--- config.mk ---
export PLATFORM = sky130hd
export DESIGN_NAME = adc_sample_scheduler
export DESIGN_NICKNAME = d
export VERILOG_FILES = /design/src/rtl/adc_sample_scheduler.sv
export SDC_FILE = /design/constraint.sdc
export NUM_CORES = 1
export LEC_CHECK = 0
export ABC_AREA = 1
export CAP_MARGIN = 20
export CORE_MARGIN = 2
export CORE_UTILIZATION = 50
export CTS_CLUSTER_DIAMETER = 50
export CTS_CLUSTER_SIZE = 30
export DETAILED_ROUTE_END_ITERATION = 10
export PLACE_DENSITY = 0.68
export REMOVE_ABC_BUFFERS = 1
export SLEW_MARGIN = 20
export SYNTH_ARGS = -nofsm -noshare
export SYNTH_HDL_FRONTEND = slang
export SYNTH_SLANG_ARGS = --single-unit
export TNS_END_PERCENT = 50
--- constraint.sdc ---
create_clock -name clk -period 2.85 [get_ports clk]
set_clock_uncertainty 0.05 [all_clocks]
set_input_delay 0.57 -clock clk [delete_from_list [all_inputs] [get_ports clk]]
set_output_delay 0.57 -clock clk [all_outputs]
set_load 0.02 [all_outputs]
--- src/rtl/adc_sample_scheduler.sv ---
// Converter sequencer: periodic trigger generation, sample collection, optional
// box-car averaging and a first-word fall-through result FIFO on a stream port.
module adc_sample_scheduler #(
  parameter int CLOCK_PERIOD   = 10,
  parameter int MIN_PERIOD     = 520,
  parameter int TIMEOUT_CYCLES = 1024,
  parameter int FIFO_DEPTH     = 16
) (
  input  logic        clk,
  input  logic        reset,
  input  logic        enable,
  input  logic [31:0] period,
  input  logic [2:0]  avg_log2,
  output logic        adc_trigger,
  input  logic [15:0] adc_data,
  input  logic        adc_data_ready,
  output logic [15:0] m_tdata,
  output logic        m_tvalid,
  input  logic        m_tready,
  output logic [15:0] missed_ticks,
  output logic [15:0] overflow_count,
  output logic        timeout_err,
  output logic        busy
);

  localparam int PTR_W = $clog2(FIFO_DEPTH);
  localparam int TMO_W = $clog2(TIMEOUT_CYCLES);
  localparam logic [TMO_W-1:0] TMO_LAST = TMO_W'(TIMEOUT_CYCLES - 1);
  localparam logic [31:0] MIN_P = 32'(MIN_PERIOD);

  localparam logic [1:0] S_IDLE  = 2'd0;
  localparam logic [1:0] S_WAIT  = 2'd1;
  localparam logic [1:0] S_PUSH  = 2'd2;
  localparam logic [1:0] S_GUARD = 2'd3;

  if (FIFO_DEPTH < 2 || (FIFO_DEPTH & (FIFO_DEPTH - 1)) != 0 || CLOCK_PERIOD < 1 ||
      MIN_PERIOD < 4 || TIMEOUT_CYCLES < 2) begin : g_param_check
    $error("adc_sample_scheduler: illegal parameter set");
  end

  logic              enable_q;
  logic [31:0]       period_eff_q, period_eff_d;
  logic [2:0]        avg_lat_q, avg_lat_d;
  logic [31:0]       tick_cnt_q, tick_cnt_d;
  logic [1:0]        state_q, state_d;
  logic [TMO_W-1:0]  tmo_cnt_q, tmo_cnt_d;
  logic              guard_q, guard_d;
  logic [22:0]       acc_q, acc_d;
  logic [7:0]        cnt_q, cnt_d;
  logic              flush_q, flush_d;
  logic              trig_q, trig_d;
  logic              res_vld_q, res_vld_d;
  logic [15:0]       res_q, res_d;
  logic [15:0]       missed_q, missed_d;
  logic [15:0]       ovf_q, ovf_d;
  logic              tmo_err_q, tmo_err_d;
  logic [PTR_W:0]    wr_ptr_q, wr_ptr_d, rd_ptr_q, rd_ptr_d;
  logic [15:0]       mem_q [FIFO_DEPTH];

  logic cfg_latch, tick;
  logic fifo_empty, fifo_full, fifo_push, fifo_pop;

  // Tick generator: counter reloads on each tick so ticks land period_eff apart.
  always_comb begin
    cfg_latch    = enable & ~enable_q;
    tick         = enable & enable_q & (tick_cnt_q == 32'd0);
    period_eff_d = period_eff_q;
    avg_lat_d    = avg_lat_q;
    tick_cnt_d   = tick_cnt_q;
    if (cfg_latch) begin
      period_eff_d = (period < MIN_P) ? MIN_P : period;
      avg_lat_d    = avg_log2;
      tick_cnt_d   = 32'd0;
    end else if (enable) begin
      tick_cnt_d = tick ? (period_eff_q - 32'd1) : (tick_cnt_q - 32'd1);
    end
  end

  always_comb begin
    state_d   = state_q;
    tmo_cnt_d = tmo_cnt_q;
    guard_d   = guard_q;
    acc_d     = acc_q;
    cnt_d     = cnt_q;
    flush_d   = flush_q;
    trig_d    = 1'b0;
    res_vld_d = 1'b0;
    res_d     = res_q;
    tmo_err_d = tmo_err_q;
    missed_d  = missed_q;
    if (tick && state_q != S_IDLE && missed_q != 16'hFFFF)
      missed_d = missed_q + 16'd1;
    unique case (state_q)
      S_IDLE: begin
        // A run that was disabled mid-group never completes that group.
        if (!enable || flush_q) begin
          acc_d   = '0;
          cnt_d   = '0;
          flush_d = 1'b0;
        end
        if (tick) begin
          trig_d    = 1'b1;
          tmo_cnt_d = '0;
          state_d   = S_WAIT;
        end
      end
      S_WAIT: begin
        if (adc_data_ready) begin
          acc_d = acc_q + {7'd0, adc_data};
          cnt_d = cnt_q + 8'd1;
          if ((cnt_q + 8'd1) == (8'd1 << avg_lat_q)) begin
            state_d = S_PUSH;
          end else begin
            state_d = S_GUARD;
            guard_d = 1'b0;
          end
        end else if (tmo_cnt_q == TMO_LAST) begin
          tmo_err_d = 1'b1;
          acc_d     = '0;
          cnt_d     = '0;
          state_d   = S_IDLE;
        end else begin
          tmo_cnt_d = tmo_cnt_q + 1'b1;
        end
      end
      S_PUSH: begin
        res_vld_d = 1'b1;
        res_d     = acc_q[avg_lat_q +: 16];
        acc_d     = '0;
        cnt_d     = '0;
        guard_d   = 1'b0;
        state_d   = S_GUARD;
      end
      default: begin
        // Two idle cycles so the converter has released CS before a retrigger.
        if (guard_q) state_d = S_IDLE;
        else         guard_d = 1'b1;
      end
    endcase
    if (enable_q && !enable) flush_d = 1'b1;
  end

  // Result FIFO: a pop in the same cycle frees the slot for a push into a full FIFO.
  always_comb begin
    fifo_empty = (wr_ptr_q == rd_ptr_q);
    fifo_full  = (wr_ptr_q[PTR_W] != rd_ptr_q[PTR_W]) &&
                 (wr_ptr_q[PTR_W-1:0] == rd_ptr_q[PTR_W-1:0]);
    fifo_pop   = !fifo_empty && m_tready;
    fifo_push  = res_vld_q && (!fifo_full || fifo_pop);
    wr_ptr_d   = fifo_push ? wr_ptr_q + 1'b1 : wr_ptr_q;
    rd_ptr_d   = fifo_pop ? rd_ptr_q + 1'b1 : rd_ptr_q;
    ovf_d      = ovf_q;
    if (res_vld_q && !fifo_push && ovf_q != 16'hFFFF)
      ovf_d = ovf_q + 16'd1;
  end

  always_ff @(posedge clk) begin
    if (reset) begin
      enable_q     <= 1'b0;
      period_eff_q <= '0;
      avg_lat_q    <= '0;
      tick_cnt_q   <= '0;
      state_q      <= S_IDLE;
      tmo_cnt_q    <= '0;
      guard_q      <= 1'b0;
      acc_q        <= '0;
      cnt_q        <= '0;
      flush_q      <= 1'b0;
      trig_q       <= 1'b0;
      res_vld_q    <= 1'b0;
      res_q        <= '0;
      missed_q     <= '0;
      ovf_q        <= '0;
      tmo_err_q    <= 1'b0;
      wr_ptr_q     <= '0;
      rd_ptr_q     <= '0;
    end else begin
      enable_q     <= enable;
      period_eff_q <= period_eff_d;
      avg_lat_q    <= avg_lat_d;
      tick_cnt_q   <= tick_cnt_d;
      state_q      <= state_d;
      tmo_cnt_q    <= tmo_cnt_d;
      guard_q      <= guard_d;
      acc_q        <= acc_d;
      cnt_q        <= cnt_d;
      flush_q      <= flush_d;
      trig_q       <= trig_d;
      res_vld_q    <= res_vld_d;
      res_q        <= res_d;
      missed_q     <= missed_d;
      ovf_q        <= ovf_d;
      tmo_err_q    <= tmo_err_d;
      wr_ptr_q     <= wr_ptr_d;
      rd_ptr_q     <= rd_ptr_d;
    end
  end

  always_ff @(posedge clk) begin
    if (fifo_push) mem_q[wr_ptr_q[PTR_W-1:0]] <= res_q;
  end

  assign adc_trigger    = trig_q;
  assign m_tvalid       = !fifo_empty;
  assign m_tdata        = fifo_empty ? 16'd0 : mem_q[rd_ptr_q[PTR_W-1:0]];
  assign missed_ticks   = missed_q;
  assign overflow_count = ovf_q;
  assign timeout_err    = tmo_err_q;
  assign busy           = (state_q != S_IDLE);

endmodule
Word level (Yosys, flattened, before mapping)
Memory sizes are Yosys's and may differ from the RTL's. A register that Yosys moved wholly into a read port is not among the register bits. Cells that the tools add are included.

Add/sub/neg operators: 9. Reductions and logical operators: 30. Shift-type cells: 2. Bitwise gates (word level): 6. Equality and inequality tests: 16. Mux-type cells: 33. $lt $le $gt $ge: 1.

Operators by type and width (number): 2-to-1 mux 23 bit (3); case mux 23 bit (3 select lines) (1); 2-to-1 mux 32 bit (2); subtractor 32 x 1 -> 32 bit, second input constant (2); adder 16 x 1 -> 16 bit, second input constant (2); logical NOT 32 bit (1); less-than comparator 32 x 10 -> 1 bit, second input constant (1); != test 16 bit, second input constant (2); 2-to-1 mux 10 bit (3); 2-to-1 mux 8 bit (3); case mux 8 bit (3 select lines) (1); adder 23 x 16 -> 23 bit (1); variable part select 23 x 4 -> 16 bit (1); case mux 10 bit (2 select lines) (1); 2-to-1 mux 16 bit (1); != test 2 bit, second input constant (6); AND reduction 3 bit (4); adder 10 x 1 -> 10 bit, second input constant (1); adder 5 x 1 -> 5 bit, second input constant (2); == test 10 bit, second input constant (1); 2-to-1 mux 1 bit (10); adder 8 x 1 -> 8 bit, second input constant (1); == test 8 bit (1); logical AND 1 bit (8); other kinds (22) (38).

Register bits: 174. Memories kept: 1. Bits of input ports: 56. RAM bits: 256. Word-level logic and storage cells: 116.

Memories: mem_q (words 16, width 16, read ports 1, clocked after memory_dff 1, write ports 1, line 58) `logic [15:0] mem_q [FIFO_DEPTH];`.

Depth between registers and ports, before layout
Word-level depth: 8. Gate-level depth with buffers: 20. Depth with buffers taken out: 19.

Worst setup path before layout
Ideal clock, no wire load.

Path kind: input -> register. Start: input port adc_data[0]. End: register acc_q[12]. Data arrival time: 2301 ps. Cell stages on the path: 15. Setup time: 132 ps. Slack: 366 ps. Required time: 2668 ps. Buffers on the path: 0. Path through: ha_1 fa_1 nand2_1 inv_1 o21ai_0 nand2_1 nand2_1 nand2_1 inv_1 nor2_1 o211ai_1 nand2_1 or2_2 nand2_1 a21oi_1.

Word-level cells in the longest chain between the ends: 3.

RTL lines: from (decl) (line 15) `input logic [15:0] adc_data,`; adder 23 x 16 -> 23 bit (line 109) `acc_d = acc_q + {7'd0, adc_data};`; 2-to-1 mux 23 bit (line 108) `if (adc_data_ready) begin`; case mux 23 bit (3 select lines) (line 93) `unique case (state_q)`; to (signal assigned) (line 166) `acc_q <= '0;`; to (signal assigned) (line 185) `acc_q <= acc_d;`; to (decl) (line 48) `logic [22:0] acc_q, acc_d;`.

No other way between the ends. A chain may end at the register's enable or synchronous reset.

==> impl_results.md <==
- WHS: 253 ps
- Routability cong.: 0.922
- Worst skew pair latency: 590 ps
- Synth-to-Final Area Change: 20.8%
- Seq/Total Area, Yosys: 54.1%
- Reg power frac: 44.8%
- Bufs on Longest Clock Path: 3
- Most frequent cells in the layout: 404 x nand2_1, 319 x inv_1, 256 x edfxtp_1
- Register Area: 0.0113 mm²
- CTS buffer count: 42
- IO Port Bufs: roughly 110
- Total Power: 15.1 mW
- Run status: finished clean
- Largest stage delay, worst path: 450 ps
- Sinks on Clock Net: 434
- P_leak: about 9.9 nW
- Final setup fails: 0
- Setup TNS after final layout: 0 ps
- Starting Density: 50.8%
- Worst setup path class: flop to output pin
- Minimum clock period: 2810 ps
- # nets final: 2,629
- Final Hold Viols: 0
- Die Y: 208 µm
- CP Data Required Time: 2230 ps
- Ratio of cells with drive above 1 in the final layout: approximately an eighth
- Synth Area per Inst: 8.84 µm²
- Dominant synthesized flop cell: edfxtp_1
- Final Non-Filler Cells: 3,108
- CTS root buffer: clkbuf_16
- Final worst setup slack: 39.3 ps
- Via density: approximately 5.4
- Crit path max fanout: 24
- PwrDens: 600 mW/mm²
- Die X: 208 µm
- I/O pin cnt: 108
- Wirelength per Cell: 18.0 µm
- DRC viols: 0
- Antenna violations before repair: 1
- Post-Route WL: 55.9 mm
- Crit path max-delay family: buffers and inverters
- Core box area: 0.0409 mm²
- Post-DP HPWL: 37.1 mm
- Site row count: 74
- Pint: between 10 and 15 mW
- Vias in the first global route: 16.4k
- Die ar.: ~0.043 mm²
- Clock power frac: around two fifths
- HP Class: primary input to flop
- First-pass DRT Iterations: 7
- Max Slew Vio Count: 0
- Max-Cap Viols: 0
- Setup slack after placement: -316 ps
- Logic pwr share: 16.3%
- Synth warn: 0
- CP max-delay cell: dfxtp_4
- Sw power: 4.27 mW
- Total GRT Usage: 25.5%
- Buf/Inv on CP: 3
- Remaining global-route overflow: 0
- Commonest non-fill, non-tap cell in the layout: nand2_1
- Worst-path clk slew: around 80 ps
- Post-layout util: 61.4%
- Design Area, Final: 0.0251 mm²
- Tcrit/Tclk final: between 90% and 100%
- Worst Tran Pin Value: 755 ps
- Ant diodes: 0
- # fillers: 3,467
- TritonCTS clock tree: done
- Syn Inst Count: 2,352
- First-pass GRT wire length: slightly below 90 mm
- Ys async rst share: 0%
- EDFF count, synth: ~260
- Placed inst area: 0.0235 mm²
- Crit path DAT: 2190 ps
- Vias post-DR: 16.9k
- CP Launch Type: flop
- Crit-path cells: buf_6 > buf_12 > mux2i_1 > o211ai_1 > nand3_1 > a21oi_2 > buf_4
- H-tree depth: 2
- Multi-input gate area: 0.00798 mm²
- Iter 0 DRT Violations: 1,459
- RSZ-0062 raised after global routing: yes
- Syn Std Cell Area: 0.0208 mm²
- Fmax achieved: between 300 and 400 MHz
- Largest net degree at the start of global routing: 55
- #FFs+latches synth: 434
- Worst slew margin: about half
- Peak VDD IR: 0.499 mV
- Switching Share: 28.3%
- Placed Cells: between 3k and 4k
- Netlist cell types: 54
- Post-DRT Antenna Nets: 0
- Crit end category: output pin
==> logic make-up (layout without fill, tap and decap cells) <==
family | count (synthesis) | in the layout | synth area share (%)
and+or+nand+nor | 837 | 837 | 17.4
AOI/OAI and AO/OA | 533 | 533 | 14.6
DFF | 434 | 434 | 54.1
buffers and inverters | 429 | 653 | 7.94
muxes | 66 | 66 | 3.18
adders and majority gates | 31 | 31 | 1.90
xor gates and xnor gates | 22 | 22 | 0.927
==> power by group through the flow <==
stage | Clock [mW] | Combinational, mW | Sequential [mW]
after detailed placement | 0 | 2.35 | 6.89
after global placement | 0 | 2.32 | 6.89
after floorplan | 0 | 1.38 | 6.97
after CTS | 5.98 | 2.42 | 6.74
after global routing | 6.23 | 2.70 | 6.75
final | 5.87 | 2.45 | 6.74
==> worst paths after layout <==
path                                    from             end  slack, ps  depth (start not counted)
worst min register to register  tmo_cnt_q[9]    tmo_cnt_q[9]        410                          2
worst max register to register      enable_q  tick_cnt_q[22]        260                         17
worst min-delay path                   reset         flush_q        250                          2
worst max-delay path                    flop     m_tdata[12]         40                          7
==> area by class of cell <==
class | count | share of cell area, %
tap | 532 | 2.65
inverter | 330 | 4.93
sequential | 434 | 44.8
timing repair buffer | 245 | 9.93
multi-input combinational | 1489 | 31.8
clock inverter | 28 | 1.25
clock buffer | 50 | 4.64
==> synthesized netlist by cell type (4+ instances only) <==
master,number,area [µm²]
o21ai_0,160,801
nand4_1,23,144
nor3_1,23,115
nand3b_1,4,30.0
o22ai_1,25,156
nand3_1,154,771
nor2_1,183,687
clkbuf_1,72,270
edfxtp_1,256,7690
mux2i_1,66,661
o21bai_1,6,45.0
ha_1,30,375
o21ai_1,11,55.1
dfxtp_1,178,3560
buf_2,11,55.1
buf_1,11,41.3
o211ai_1,83,623
nor2_2,11,68.8
a21oi_1,202,1010
a31oi_1,16,100
inv_1,322,1210
nor2_4,5,56.3
nand2_2,5,31.3
o21a_1,11,82.6
inv_2,6,22.5
nor4_1,6,37.5
xor2_1,19,166
a211oi_1,6,45.0
nand2_1,405,1520
==> flip-flops by register name, summed over array words and instances (netlist names), named ones only <==
name / count
guard_q: 1
acc_q: 23
avg_lat_q: 3
overflow_count: 16
period_eff_q: 32
wr_ptr_q: 5
mem_q: 256
cnt_q: 8
tick_cnt_q: 32
res_vld_q: 1
state_q: 2
missed_ticks: 16
adc_trigger: 1
tmo_cnt_q: 10
res_q: 16
rd_ptr_q: 5
enable_q: 1
flush_q: 1
timeout_err: 1
==> repair_timing <==
action | in CTS | in global routing
endpoints found under the hold margin | 0 | 0
cloned | 2 | 1
setup endpoints to repair | 18 | 37
gates resized for setup | 82 | 19
hold buffers | 0 | 0
buffers inserted | 5 | 1
pin swaps | 5 | 5
==> layer usage <==
metal,global-route usage (%),part of all wire [%],up-vias,wire length (µm)
li1,-,-,8402,-
met1,32.8,43,7957,24000
met2,43.4,48,467,26700
met3,4.54,6.2,105,3440
met5,0,0.025,-,14
met4,9.10,3.1,2,1760
(Power assumes the default switching activity.)
